==> config.mk <==
export PLATFORM = sky130hd
export DESIGN_NAME = drink_dispense_flat
export DESIGN_NICKNAME = d
export VERILOG_FILES = /design/src/rtl/drink_dispense_pkg.sv /design/src/rtl/drink_dispense_if.sv /design/src/rtl/stock_bank.sv /design/src/rtl/drink_dispense.sv /design/src/flat_wrapper.sv
export SDC_FILE = /design/constraint.sdc
export NUM_CORES = 1
export LEC_CHECK = 0
export CORE_MARGIN = 2
export CORE_UTILIZATION = 53
export DETAILED_ROUTE_END_ITERATION = 6
export GPL_TIMING_DRIVEN = 0
export PLACE_DENSITY = 0.78
export SYNTH_ARGS = -nofsm -noshare
export SYNTH_HDL_FRONTEND = slang
export SYNTH_SLANG_ARGS = --single-unit
==> constraint.sdc <==
create_clock -name clock -period 2.85 [get_ports clock]
set_input_delay 0.285 -clock clock [delete_from_list [all_inputs] [get_ports clock]]
set_output_delay 0.285 -clock clock [all_outputs]
set_load 0.005 [all_outputs]
==> src/rtl/drink_dispense_pkg.sv <==
// Shared types and constants for the drink dispenser controller.
package drink_dispense_pkg;

    localparam int         NUM_DRINKS   = 6;
    localparam logic [3:0] STOCK_MAX    = 4'd15;
    localparam logic [3:0] STOCK_INIT   = 4'd5;
    localparam logic [7:0] DROP_TIMEOUT = 8'd200;

    localparam logic [7:0] PRICE [NUM_DRINKS] = '{8'd50, 8'd75, 8'd100, 8'd125, 8'd65, 8'd85};

    typedef enum logic [2:0] {
        IDLE,
        CHECK,
        DISPENSE,
        CHANGE,
        REFUND,
        JAM
    } state_t;

    typedef logic [NUM_DRINKS-1:0][3:0] stock_t;

    // Out-of-range selections price at zero; CHECK rejects them separately.
    function automatic logic [7:0] price_of(input logic [2:0] sel);
        logic [7:0] p;
        case (sel)
            3'd0:    p = PRICE[0];
            3'd1:    p = PRICE[1];
            3'd2:    p = PRICE[2];
            3'd3:    p = PRICE[3];
            3'd4:    p = PRICE[4];
            3'd5:    p = PRICE[5];
            default: p = 8'd0;
        endcase
        return p;
    endfunction

endpackage

==> src/rtl/drink_dispense_if.sv <==
// Money-in, chute, restock and change-out signals of the dispenser.
interface drink_dispense_if;
    import drink_dispense_pkg::*;

    logic                  done_money_in;
    logic                  pass;
    logic [7:0]            coin_total;
    logic [2:0]            select_drink;
    logic                  drop_sensor;
    logic                  restock;
    logic [2:0]            restock_drink;
    logic [3:0]            restock_qty;

    logic [NUM_DRINKS-1:0] motor;
    logic                  vend;
    logic [7:0]            change_back;
    logic                  change_valid;
    logic [NUM_DRINKS-1:0] sold_out;
    logic                  busy;
    logic                  fault;

    modport master (
        output done_money_in, pass, coin_total, select_drink, drop_sensor,
               restock, restock_drink, restock_qty,
        input  motor, vend, change_back, change_valid, sold_out, busy, fault
    );

    modport slave (
        input  done_money_in, pass, coin_total, select_drink, drop_sensor,
               restock, restock_drink, restock_qty,
        output motor, vend, change_back, change_valid, sold_out, busy, fault
    );

endinterface

==> src/rtl/stock_bank.sv <==
// Six 4-bit can counters: restock and vend decrement combine before saturation.
module stock_bank
    import drink_dispense_pkg::*;
(
    input  logic                  clock,
    input  logic                  reset,
    input  logic                  dec,
    input  logic [2:0]            dec_idx,
    input  logic                  restock,
    input  logic [2:0]            restock_idx,
    input  logic [3:0]            restock_qty,
    output stock_t                stock,
    output logic [NUM_DRINKS-1:0] sold_out
);

    stock_t     stock_q, stock_d;
    logic [4:0] sum;

    always_comb begin
        stock_d = stock_q;
        sum     = '0;
        for (int i = 0; i < NUM_DRINKS; i++) begin
            sum = {1'b0, stock_q[i]};
            if (restock && restock_idx == 3'(i))
                sum = sum + {1'b0, restock_qty};
            if (dec && dec_idx == 3'(i) && sum != 5'd0)
                sum = sum - 5'd1;
            stock_d[i] = (sum > {1'b0, STOCK_MAX}) ? STOCK_MAX : sum[3:0];
        end
    end

    always_ff @(posedge clock or posedge reset) begin
        if (reset)
            stock_q <= {NUM_DRINKS{STOCK_INIT}};
        else
            stock_q <= stock_d;
    end

    always_comb begin
        sold_out = '0;
        for (int i = 0; i < NUM_DRINKS; i++)
            sold_out[i] = (stock_q[i] == 4'd0);
    end

    assign stock = stock_q;

endmodule

==> src/rtl/drink_dispense.sv <==
// Vending sequencer: validates a paid selection, runs the motor, returns change.
//
// state    | meaning
// IDLE     | waiting for an accepted money-in result
// CHECK    | one cycle: selection, stock, funds and fault screening
// DISPENSE | motor on, waiting for the chute sensor or the timeout
// CHANGE   | one cycle: pay out total minus price
// REFUND   | one cycle: pay out the full total
// JAM      | one cycle: flag fault, pay out the full total
module drink_dispense
    import drink_dispense_pkg::*;
(
    input logic             clock,
    input logic             reset,
    drink_dispense_if.slave bus
);

    state_t                state_q, state_d;
    logic [7:0]            cnt_q, cnt_d;
    logic [7:0]            total_q, total_d;
    logic [2:0]            sel_q, sel_d;
    logic [7:0]            change_q, change_d;
    logic                  vend_q, vend_d;
    logic                  fault_q, fault_d;

    stock_t                stock;
    logic [NUM_DRINKS-1:0] sold_out;
    logic                  dec;
    logic [3:0]            stock_sel;
    logic [7:0]            price_sel;
    logic                  sel_valid;
    logic [NUM_DRINKS-1:0] motor;

    stock_bank u_stock (
        .clock       (clock),
        .reset       (reset),
        .dec         (dec),
        .dec_idx     (sel_q),
        .restock     (bus.restock),
        .restock_idx (bus.restock_drink),
        .restock_qty (bus.restock_qty),
        .stock       (stock),
        .sold_out    (sold_out)
    );

    always_comb begin
        stock_sel = '0;
        for (int i = 0; i < NUM_DRINKS; i++)
            if (sel_q == 3'(i))
                stock_sel = stock[i];
    end

    assign sel_valid = (sel_q < 3'(NUM_DRINKS));
    assign price_sel = price_of(sel_q);

    always_ff @(posedge clock or posedge reset) begin
        if (reset) begin
            state_q  <= IDLE;
            cnt_q    <= '0;
            total_q  <= '0;
            sel_q    <= '0;
            change_q <= '0;
            vend_q   <= 1'b0;
            fault_q  <= 1'b0;
        end else begin
            state_q  <= state_d;
            cnt_q    <= cnt_d;
            total_q  <= total_d;
            sel_q    <= sel_d;
            change_q <= change_d;
            vend_q   <= vend_d;
            fault_q  <= fault_d;
        end
    end

    always_comb begin
        state_d  = state_q;
        cnt_d    = cnt_q;
        total_d  = total_q;
        sel_d    = sel_q;
        change_d = change_q;
        vend_d   = 1'b0;
        fault_d  = fault_q;
        dec      = 1'b0;
        case (state_q)
            IDLE: begin
                if (bus.done_money_in && bus.pass) begin
                    total_d = bus.coin_total;
                    sel_d   = bus.select_drink;
                    state_d = CHECK;
                end
            end
            CHECK: begin
                cnt_d = '0;
                if (fault_q || !sel_valid || stock_sel == 4'd0 || total_q < price_sel) begin
                    change_d = total_q;
                    state_d  = REFUND;
                end else begin
                    state_d = DISPENSE;
                end
            end
            DISPENSE: begin
                cnt_d = cnt_q + 8'd1;
                // A drop on the timeout cycle still counts as a sale.
                if (bus.drop_sensor) begin
                    dec      = 1'b1;
                    vend_d   = 1'b1;
                    change_d = (total_q >= price_sel) ? (total_q - price_sel) : 8'd0;
                    state_d  = CHANGE;
                end else if (cnt_d == DROP_TIMEOUT) begin
                    fault_d  = 1'b1;
                    change_d = total_q;
                    state_d  = JAM;
                end
            end
            CHANGE, REFUND, JAM: state_d = IDLE;
            default:             state_d = IDLE;
        endcase
    end

    // Motor is decoded straight from state so reset stops it without a clock.
    always_comb begin
        motor = '0;
        for (int i = 0; i < NUM_DRINKS; i++)
            motor[i] = (state_q == DISPENSE) && (sel_q == 3'(i));
    end

    assign bus.motor        = motor;
    assign bus.vend         = vend_q;
    assign bus.change_back  = change_q;
    assign bus.change_valid = (state_q == CHANGE) || (state_q == REFUND) || (state_q == JAM);
    assign bus.sold_out     = sold_out;
    assign bus.busy         = (state_q != IDLE);
    assign bus.fault        = fault_q;

endmodule
==> src/flat_wrapper.sv <==
// flat-port wrapper written by rule: the top's interface ports become plain ports
module drink_dispense_flat import drink_dispense_pkg::*;
  (clock, reset, bus_done_money_in, bus_pass, bus_coin_total, bus_select_drink, bus_drop_sensor, bus_restock, bus_restock_drink, bus_restock_qty, bus_motor, bus_vend, bus_change_back, bus_change_valid, bus_sold_out, bus_busy, bus_fault);
  drink_dispense_if bus_i ();
  input logic clock;
  input logic reset;
  input wire logic [$bits(bus_i.done_money_in)-1:0] bus_done_money_in;
  input wire logic [$bits(bus_i.pass)-1:0] bus_pass;
  input wire logic [$bits(bus_i.coin_total)-1:0] bus_coin_total;
  input wire logic [$bits(bus_i.select_drink)-1:0] bus_select_drink;
  input wire logic [$bits(bus_i.drop_sensor)-1:0] bus_drop_sensor;
  input wire logic [$bits(bus_i.restock)-1:0] bus_restock;
  input wire logic [$bits(bus_i.restock_drink)-1:0] bus_restock_drink;
  input wire logic [$bits(bus_i.restock_qty)-1:0] bus_restock_qty;
  output wire logic [$bits(bus_i.motor)-1:0] bus_motor;
  output wire logic [$bits(bus_i.vend)-1:0] bus_vend;
  output wire logic [$bits(bus_i.change_back)-1:0] bus_change_back;
  output wire logic [$bits(bus_i.change_valid)-1:0] bus_change_valid;
  output wire logic [$bits(bus_i.sold_out)-1:0] bus_sold_out;
  output wire logic [$bits(bus_i.busy)-1:0] bus_busy;
  output wire logic [$bits(bus_i.fault)-1:0] bus_fault;
  assign bus_i.done_money_in = bus_done_money_in;
  assign bus_i.pass = bus_pass;
  assign bus_i.coin_total = bus_coin_total;
  assign bus_i.select_drink = bus_select_drink;
  assign bus_i.drop_sensor = bus_drop_sensor;
  assign bus_i.restock = bus_restock;
  assign bus_i.restock_drink = bus_restock_drink;
  assign bus_i.restock_qty = bus_restock_qty;
  assign bus_motor = bus_i.motor;
  assign bus_vend = bus_i.vend;
  assign bus_change_back = bus_i.change_back;
  assign bus_change_valid = bus_i.change_valid;
  assign bus_sold_out = bus_i.sold_out;
  assign bus_busy = bus_i.busy;
  assign bus_fault = bus_i.fault;
  drink_dispense u_core (.clock(clock), .reset(reset), .bus(bus_i));
endmodule
# Word level (Yosys, flattened, before mapping)

Cells that the tools add are included.

Add/subtract/negate cells: 14
Reductions and logical operators: 53
Magnitude comparators: 9
Eq/ne operators: 19
Multiplexer cells: 38
Bitwise operators: 1

Operator list:

| kind                | count |
|---|---|
| $mux 5              | 12 |
| $mux 4              | 12 |
| $pmux 7 s6          | 1 |
| $mux 8              | 4 |
| $pmux 8 s2          | 2 |
| $add 4x4->5         | 6 |
| $gt 5x4->1 const B  | 6 |
| $reduce_bool 5->1   | 6 |
| $sub 5x1->5 const B | 6 |
| $logic_not 4->1     | 7 |
| $logic_and 1x1->1   | 25 |
| $eq 3x2->1 const B  | 6 |
| $eq 3x3->1 const B  | 6 |
| $mux 3              | 4 |
| $eq 3x1->1 const B  | 3 |
| $logic_not 3->1     | 3 |
| $pmux 3 s3          | 1 |
| $add 8x1->8 const B | 1 |
| $eq 8x8->1 const B  | 1 |
| $ge 8x7->1          | 1 |
| $lt 8x7->1          | 1 |
| $sub 8x7->8         | 1 |
| $reduce_and 3->1    | 2 |
| $logic_or 1x1->1    | 5 |
| other kinds (9)     | 12 |

Logic and storage cells: 147
Flip-flop bits (word level): 56
Input bits: 24
Output and inout bits: 24

# Depth between registers and ports, before layout

Gate-level depths: netlist (run 1).

Depth after elaboration: 12
Mapped depth: 11
Mapped depth without buffers: 10

# Cells and area by module

A second synthesis (run 1) with hierarchy kept.

Cell total of the unflattened synthesis: 623
Area total of the unflattened synthesis: 5280.1 µm²

By module, submodules not included:

| module         | times used | area an instance (µm²) | cells an instance | sequential area each (µm²) |
|---|---|---|---|---|
| stock_bank     | 1          | 3145.5                 | 391               | 615.6 |
| drink_dispense | 1          | 2134.5                 | 232               | 800.8 |

# Worst setup path before layout (run 1)

OpenSTA, ideal clock, no wires.

Path kind: register to register
Start: register u_core.sel_q[0]
End: register u_core.change_q[7], in the netlist u_core.bus.change_back[7]
Library setup time: 125 ps
Data required time: 2725 ps
Clock period less this slack: 2746 ps
Path buffers: 1
Data arrival time: 2621 ps
Stages on the path, launching flop included: 11
Setup slack: 104 ps
Cell sequence: dfrtp_1 > clkbuf_1 > or3_1 > nand2_1 > ha_1 > a211oi_1 > nand2_1 > nor3_1 > nor2_1 > mux2_2 > mux2_4

Longest elaborated chain between the ends: 12
Elaborated cells between the ends (all ways): 27
Classes of those cells: add/sub (1); order compare (3); eq/ne (6); mux (10); reduce/logical (7)

Ends and longest elaborated chain:

| element                                                              | line                 | text |
|---|---|---|
| from (decl)                                                          | drink_dispense.sv:21 | `logic [2:0] sel_q, sel_d;` |
| from (signal assigned)                                               | drink_dispense.sv:69 | `sel_q <= sel_d;` |
| parallel branches: the longest is 12 deep, another holds $sub 8x7->8 | -                    |  |
| to (signal assigned)                                                 | drink_dispense.sv:70 | `change_q <= change_d;` |
| to (decl)                                                            | drink_dispense.sv:22 | `logic [7:0] change_q, change_d;` |

Several ways; the timed one is not identified.
A chain may end at the register's enable or synchronous reset.

# Final worst setup path (run 1)

Start: register u_core.sel_q[2]
End: register u_core.change_q[7], in the netlist u_core.bus.change_back[7]

Same word-level chain as after synthesis.

==> impl_metrics.env, run 1 <==
export IMPL_status="completed"
export IMPL_gp_congestion=0.874
export IMPL_irDropWorstVdd_v=0.000695
export IMPL_hp_class="input pin to asynchronous set/reset pin"
export IMPL_crit_start="u_core.sel_q[2]$_DFFE_PP0P_"
export IMPL_diodes=0
export IMPL_slew_violations=0
export IMPL_start_kind="register"
export IMPL_drive_gt1_frac=0.154
export IMPL_relSlewSlack=0.519
export IMPL_synth_yosys_seq_area_share=0.292
export IMPL_maxCapViolations=0
export IMPL_syn_cell_area_um2=4850
export IMPL_crit_arrival_ps=3000
export IMPL_holdWs_ps=305
export IMPL_dr_wl_met2_um=5610
export IMPL_grt_pass1_vias=4257
export IMPL_num_rows=34
export IMPL_r2r_start="u_core.sel_q[2]$_DFFE_PP0P_"
export IMPL_place_hpwl_um=8830
export IMPL_worstSkewPairLatency_ps=310
export IMPL_synth_cell_types=78
export IMPL_r2r_slack_ps=50
export IMPL_post_route_min_period_ps=2800
export IMPL_clk_path_buf_depth=2
export IMPL_worstSetupPathType="register to register"
export IMPL_grt_max_degree=36
export IMPL_period_share=0.981
export IMPL_fin_ws_ps=53.5
export IMPL_cts_tree="built"
export IMPL_antenna_found_initial=0
export IMPL_portBuffers=43
export IMPL_fmax_mhz=358
export IMPL_async_reset_ff_frac=1.00
export IMPL_power_density_nw_per_um2=1020
export IMPL_cp_endpoint="u_core.bus.change_back[7]$_DFFE_PP0P_"
export IMPL_reg2reg_to="u_core.bus.change_back[7]$_DFFE_PP0P_"
export IMPL_synthCells=536
export IMPL_die_w_um=99.7
export IMPL_synth_ff_type="dfrtp_1"
export IMPL_vias=4296
export IMPL_highest_layer="met4"
export IMPL_skew_ps=5.78
export IMPL_grt_pass1_wl_um=19600
export IMPL_cts_buffers=5
export IMPL_pre_cts_ws_ps=-529
export IMPL_report_final_hold_viol_count=0
export IMPL_synth_edff_count=0
export IMPL_end_kind="register"
export IMPL_drc=0
export IMPL_cts_sinks=56
export IMPL_first_pass_iters=4
export IMPL_grt_overflow=0
export IMPL_power_leakage_nw=2.34
export IMPL_ant_nets=0
export IMPL_worstPathRequired_ps=3050
export IMPL_setup_viol=0
export IMPL_report_power_total_w=0.00580
export IMPL_fp_dieH_um=99.7
export IMPL_tightest_slew_ps=715
export IMPL_wl_um=11700
export IMPL_r2r_cells=10
export IMPL_path_clk_slew_ps=100
export IMPL_cts_root_buffer="clkbuf_8"
export IMPL_drtIter0Drc=210
export IMPL_die_area_um2=9940
export IMPL_vias_per_cell=6.09
export IMPL_route_met3_wl_um=468
export IMPL_ys_warn_count=0
export IMPL_grtUsageTotal=0.243
export IMPL_h_tree_depth=2
export IMPL_avgSynthCellArea_um2=9.05
export IMPL_io_pins=48
export IMPL_wl_per_cell_um=16.6
export IMPL_nets=666
export IMPL_core_um2=8810
export IMPL_area_growth_pct=17.3
export IMPL_ys_ff_latch=56
export IMPL_met1_length_um=5360
export IMPL_critPathMaxFanout=6
export IMPL_syn_nets=606
export IMPL_final_core_utilization=0.646
export IMPL_start_util=0.551
cells in the final DEF, fill, tap and decap left out, types with 5 or more instances in the layout:
cell | netlist | layout
a31oi_1 | 5 | 5
or3_1 | 5 | 5
o21ai_0 | 28 | 27
nand2_1 | 37 | 37
ha_1 | 39 | 39
fa_1 | 7 | 6
mux2_4 | 7 | 7
inv_1 | 30 | 28
mux2i_1 | 16 | 16
clkbuf_1 | 12 | 10
nor3_1 | 16 | 13
nor2b_1 | 12 | 12
xor2_1 | 11 | 11
clkbuf_8 | 0 | 7
dfstp_2 | 12 | 12
a21oi_1 | 31 | 29
mux2_2 | 8 | 8
nand2b_1 | 10 | 9
o211ai_1 | 8 | 8
clkdlybuf4s50_1 | 0 | 41
nor2_1 | 40 | 39
dfrtp_1 | 44 | 42
nand4_1 | 5 | 5
o21a_1 | 5 | 5
a211oi_1 | 6 | 5
nand3_1 | 23 | 23
xnor2_1 | 7 | 7
buf_4 | 1 | 11
nor4_1 | 9 | 9
a21o_1 | 7 | 7
worst min path at each step:
stage	from	to	slack (ps)	cells after the start
floorplan	bus_select_drink[1]	u_core.sel_q[1]$_DFFE_PP0P_	400	2
global placement	u_core.bus.change_back[0]$_DFFE_PP0P_	u_core.bus.change_back[0]$_DFFE_PP0P_	490	1
detailed placement	u_core.bus.change_back[3]$_DFFE_PP0P_	u_core.bus.change_back[3]$_DFFE_PP0P_	490	1
CTS	reset	u_core.cnt_q[4]$_DFFE_PP0P_	320	2
global route	reset	u_core.cnt_q[2]$_DFFE_PP0P_	360	2
finish	reset	u_core.cnt_q[4]$_DFFE_PP0P_	310	2
critical path, stage by stage, from the launching register on:
cell,delay (ps)
dfrtp_1,390
buf_4,140
nand2b_1,220
and2_1,210
ha_1,410
o21ai_0,160
a21oi_2,220
o21ai_0,120
a21oi_1,190
mux2_2,370
mux2_4,250
cells by family (layout without fill, tap and decap cells):
family,count (synthesis),after routing,synth area share
XOR/XNOR,18,18,0.0325
buffers and inverters,50,111,0.0451
multiplexers,34,34,0.0802
flip-flops,56,56,0.292
AO/OA/AOI/OAI,136,136,0.196
adder cells (fa/ha/maj),46,46,0.129
AND/OR/NAND/NOR,196,196,0.225
where the power goes:
group | internal [W] | leakage [nW] | switching [W]
logic | 0.00179 | 1.62 | 0.00204
registers | 0.00120 | 0.673 | 0.000302
clock network | 0.000199 | 0.0455 | 0.000263
synthesized netlist by cell type (all sizes together), types with 4 or more instances:
library cell,number,area [µm²]
or2,7,43.8
nand4,5,31.3
a21o,7,52.6
mux2i,16,160
a32oi,4,35.0
a211oi,11,123
or3,5,31.3
o31ai,4,30.0
o211ai,8,60.1
o21ai,29,145
o31a,4,35.0
o22ai,4,25.0
clkbuf,12,45.0
xor2,11,96.3
nor2b,12,75.1
buf,8,61.3
mux2,18,229
nand2,37,139
nor3,17,90.1
ha,39,488
dfstp,12,315
xnor2,7,61.3
a31oi,5,31.3
dfrtp,44,1100
inv,30,113
nor2,41,156
nor4,10,68.8
nand2b,10,62.6
a21oi,34,189
nand3,24,125
o21a,5,37.5
fa,7,140
per-layer routing:
layer,global-route usage,vias to the layer above
met5,0,-
met4,0.0695,0
met3,0.0351,24
met2,0.425,119
met1,0.314,2053
li1,-,2100
repair_timing:
action,CTS,global route
hold buffers,0,0
buffers inserted,8,3
endpoints found under the setup margin,19,20
pin swaps,3,6
gates resized for setup,12,14
flip-flops by register name, indices dropped and copies added, names as in the netlist:
register / flops
u_core.sel_q: 3
u_core.state_q: 3
u_core.bus.vend: 1
u_core.bus.fault: 1
u_core.total_q: 8
u_core.u_stock.stock: 24
u_core.cnt_q: 8
u_core.bus.change_back: 8
stage by stage:
stage,instances,setup TNS [ps],area [µm²]
floorplan,536,0,4850
global placement,687,-7540,5420
detailed placement,688,-8940,5440
CTS,702,-9.05,5630
global route,705,-41.3,5690
finish,705,0,5690
cell type report:
type | instances | area [µm²]
clock buffers | 8 | 90.1
well taps | 108 | 135
repair buffers | 55 | 543
fillers | 716 | 3110
inverters | 30 | 116
multi-input cells | 430 | 3280
plain buffers | 18 | 113
flip-flops and latches | 56 | 1420
No activity file was read; power rests on OpenSTA's default activity.
==> run 2: changes to the inputs <==
--- a/config.mk
+++ b/config.mk
@@ -8,7 +8,6 @@
 export CORE_MARGIN = 2
 export CORE_UTILIZATION = 53
 export DETAILED_ROUTE_END_ITERATION = 6
-export GPL_TIMING_DRIVEN = 0
 export PLACE_DENSITY = 0.78
 export SYNTH_ARGS = -nofsm -noshare
 export SYNTH_HDL_FRONTEND = slang
==> run 2 against run 1 <==
Against the previous run:
- clock-buffer cell count decreased by 1
- flip-flop and latch count unchanged
- critical path depth up 1
- largest cell class unchanged
==> impl_metrics.env, run 2 (synthesis gave the netlist of run 1 again) <==
export IMPL_status="completed"
export IMPL_h_tree_depth=2
export IMPL_gp_congestion=0.866
export IMPL_cts_tree="built"
export IMPL_critPathMaxFanout=8
export IMPL_grt_pass1_wl_um=20400
export IMPL_skew_ps=13.1
export IMPL_drtIter0Drc=161
export IMPL_diodes=0
export IMPL_ant_nets=0
export IMPL_slew_violations=0
export IMPL_fmax_mhz=363
export IMPL_wl_um=12400
export IMPL_crit_arrival_ps=2950
export IMPL_slowest_delay_ps=450
export IMPL_nets=680
export IMPL_post_route_min_period_ps=2750
export IMPL_portBuffers=47
export IMPL_drive_gt1_frac=0.170
export IMPL_report_final_hold_viol_count=0
export IMPL_grtUsageTotal=0.251
export IMPL_io_pins=48
export IMPL_cts_buffers=5
export IMPL_slowest_stage="dfrtp_2"
export IMPL_drc=0
export IMPL_grt_overflow=0
export IMPL_period_share=0.965
export IMPL_report_power_total_w=0.00598
export IMPL_core_um2=8810
export IMPL_grt_pass1_vias=4445
export IMPL_worstPathRequired_ps=3050
export IMPL_irDropWorstVdd_v=0.000585
export IMPL_cp_cell_sequence="or2_2, nor2_1, a21oi_1, ha_1, nand4b_1, a211oi_2, o21ai_1, nor2_2, a21oi_4, buf_12, mux2_4"
export IMPL_placement_cell_area_um2=5650
export IMPL_largest_reg_flops=24
export IMPL_cts_sinks=56
export IMPL_fp_dieH_um=99.7
export IMPL_layout_common_cells="47 x clkdlybuf4s50_1, 42 x dfrtp_1, 40 x nor2_1, 38 x ha_1, 38 x buf_4"
export IMPL_clk_path_buf_depth=2
export IMPL_tightest_slew_ps=668
export IMPL_vias=4422
export IMPL_antenna_found_initial=0
export IMPL_die_w_um=99.7
export IMPL_path_clk_slew_ps=100
export IMPL_start_kind="register"
export IMPL_maxCapViolations=0
export IMPL_start_util=0.551
export IMPL_worstSkewPairLatency_ps=320
export IMPL_hp_class="input pin to asynchronous set/reset pin"
export IMPL_end_kind="register"
export IMPL_grt_max_degree=30
export IMPL_crit_start="u_core.sel_q[1]$_DFFE_PP0P_"
export IMPL_worstSetupPathType="register to register"
export IMPL_layout_commonest_cell="clkdlybuf4s50_1"
export IMPL_area_growth_pct=19.6
export IMPL_power_density_nw_per_um2=1030
export IMPL_cts_root_buffer="clkbuf_8"
export IMPL_fin_area_um2=5810
export IMPL_r2r_start="u_core.sel_q[1]$_DFFE_PP0P_"
export IMPL_vias_per_cell=6.15
export IMPL_holdBufCountCts=0
export IMPL_nFillCells=725
export IMPL_relSlewSlack=0.550
export IMPL_power_leakage_nw=2.42
export IMPL_wl_per_cell_um=17.2
export IMPL_setup_viol=0
export IMPL_first_pass_iters=5
export IMPL_place_hpwl_um=9580
export IMPL_die_area_um2=9940
export IMPL_num_rows=34
==> run 2: layout make-up <==
class	count	area, µm²	area share
repair buffers	87	796	0.137
flip-flops and latches	56	1420	0.244
multi-input cells	430	3260	0.562
inverters	30	113	0.0194
well taps	108	135	0.0233
clock buffers	7	76.3	0.0131
clock inverters	1	5.00	0.000862
==> run 2: repair_timing <==
| item | in CTS | in global routing |
|---|---|---|
| gates resized for setup | 1 | 9 |
| setup buffers | 0 | 2 |
| pin swaps | 0 | 3 |
| endpoints found under the setup margin | 6 | 8 |
==> run 2: worst max-delay path, delay by kind of cell, from the launching register on <==
kind | cells | cell delay (ps)
DFF | 1 | 450
and+or+nand+nor | 4 | 850
AOI/OAI and AO/OA | 4 | 520
adders and majority gates | 1 | 360
muxes | 1 | 300
buffers and inverters | 1 | 160
==> run 2: per-stage QoR <==
stage / setup WS [ps] / setup TNS (ps) / utilization / hold WS [ps] / cells
3_5_place_dp: -107 / -334 / 0.642 / 495 / 709
2_1_floorplan: 104 / 0 / - / 402 / 536
3_3_place_gp: 7.79 / 0 / 0.642 / 498 / 709
6_report: 98.5 / 0 / 0.659 / 361 / 719
5_1_grt: -20.8 / -99.7 / 0.659 / 403 / 719
4_1_cts: 58.7 / 0 / 0.651 / 380 / 717
==> run 2: path summary, 6_finish.rpt <==
kind | slack [ps] | cells past startpoint | endpoint
max | 100 | 11 | u_core.bus.change_back[0]$_DFFE_PP0P_
min | 360 | 2 | u_core.bus.vend$_DFF_PP0_
max reg2reg | 100 | 11 | u_core.bus.change_back[0]$_DFFE_PP0P_
min reg2reg | 520 | 1 | u_core.bus.change_back[4]$_DFFE_PP0P_
max in group asynchronous | 1900 | 3 | u_core.sel_q[2]$_DFFE_PP0P_
min in group clock | 510 | 3 | u_core.total_q[0]$_DFFE_PP0P_
==> run 2: where the power goes <==
part,total (W),switching [W],internal [W]
logic,0.00398,0.00205,0.00193
registers,0.00155,0.000350,0.00120
clock network,0.000448,0.000274,0.000174
total,0.00598,0.00267,0.00331
==> run 2: per-layer routing <==
metal  part of all wire  wire [µm]  vias up  track usage
met1               0.42       5260     2169        0.311
met4              0.011        131        0       0.0580
met3              0.043        535       12       0.0323
met2               0.52       6470      115        0.465
met5                  0          0        -            0
li1                   -          -     2126            -
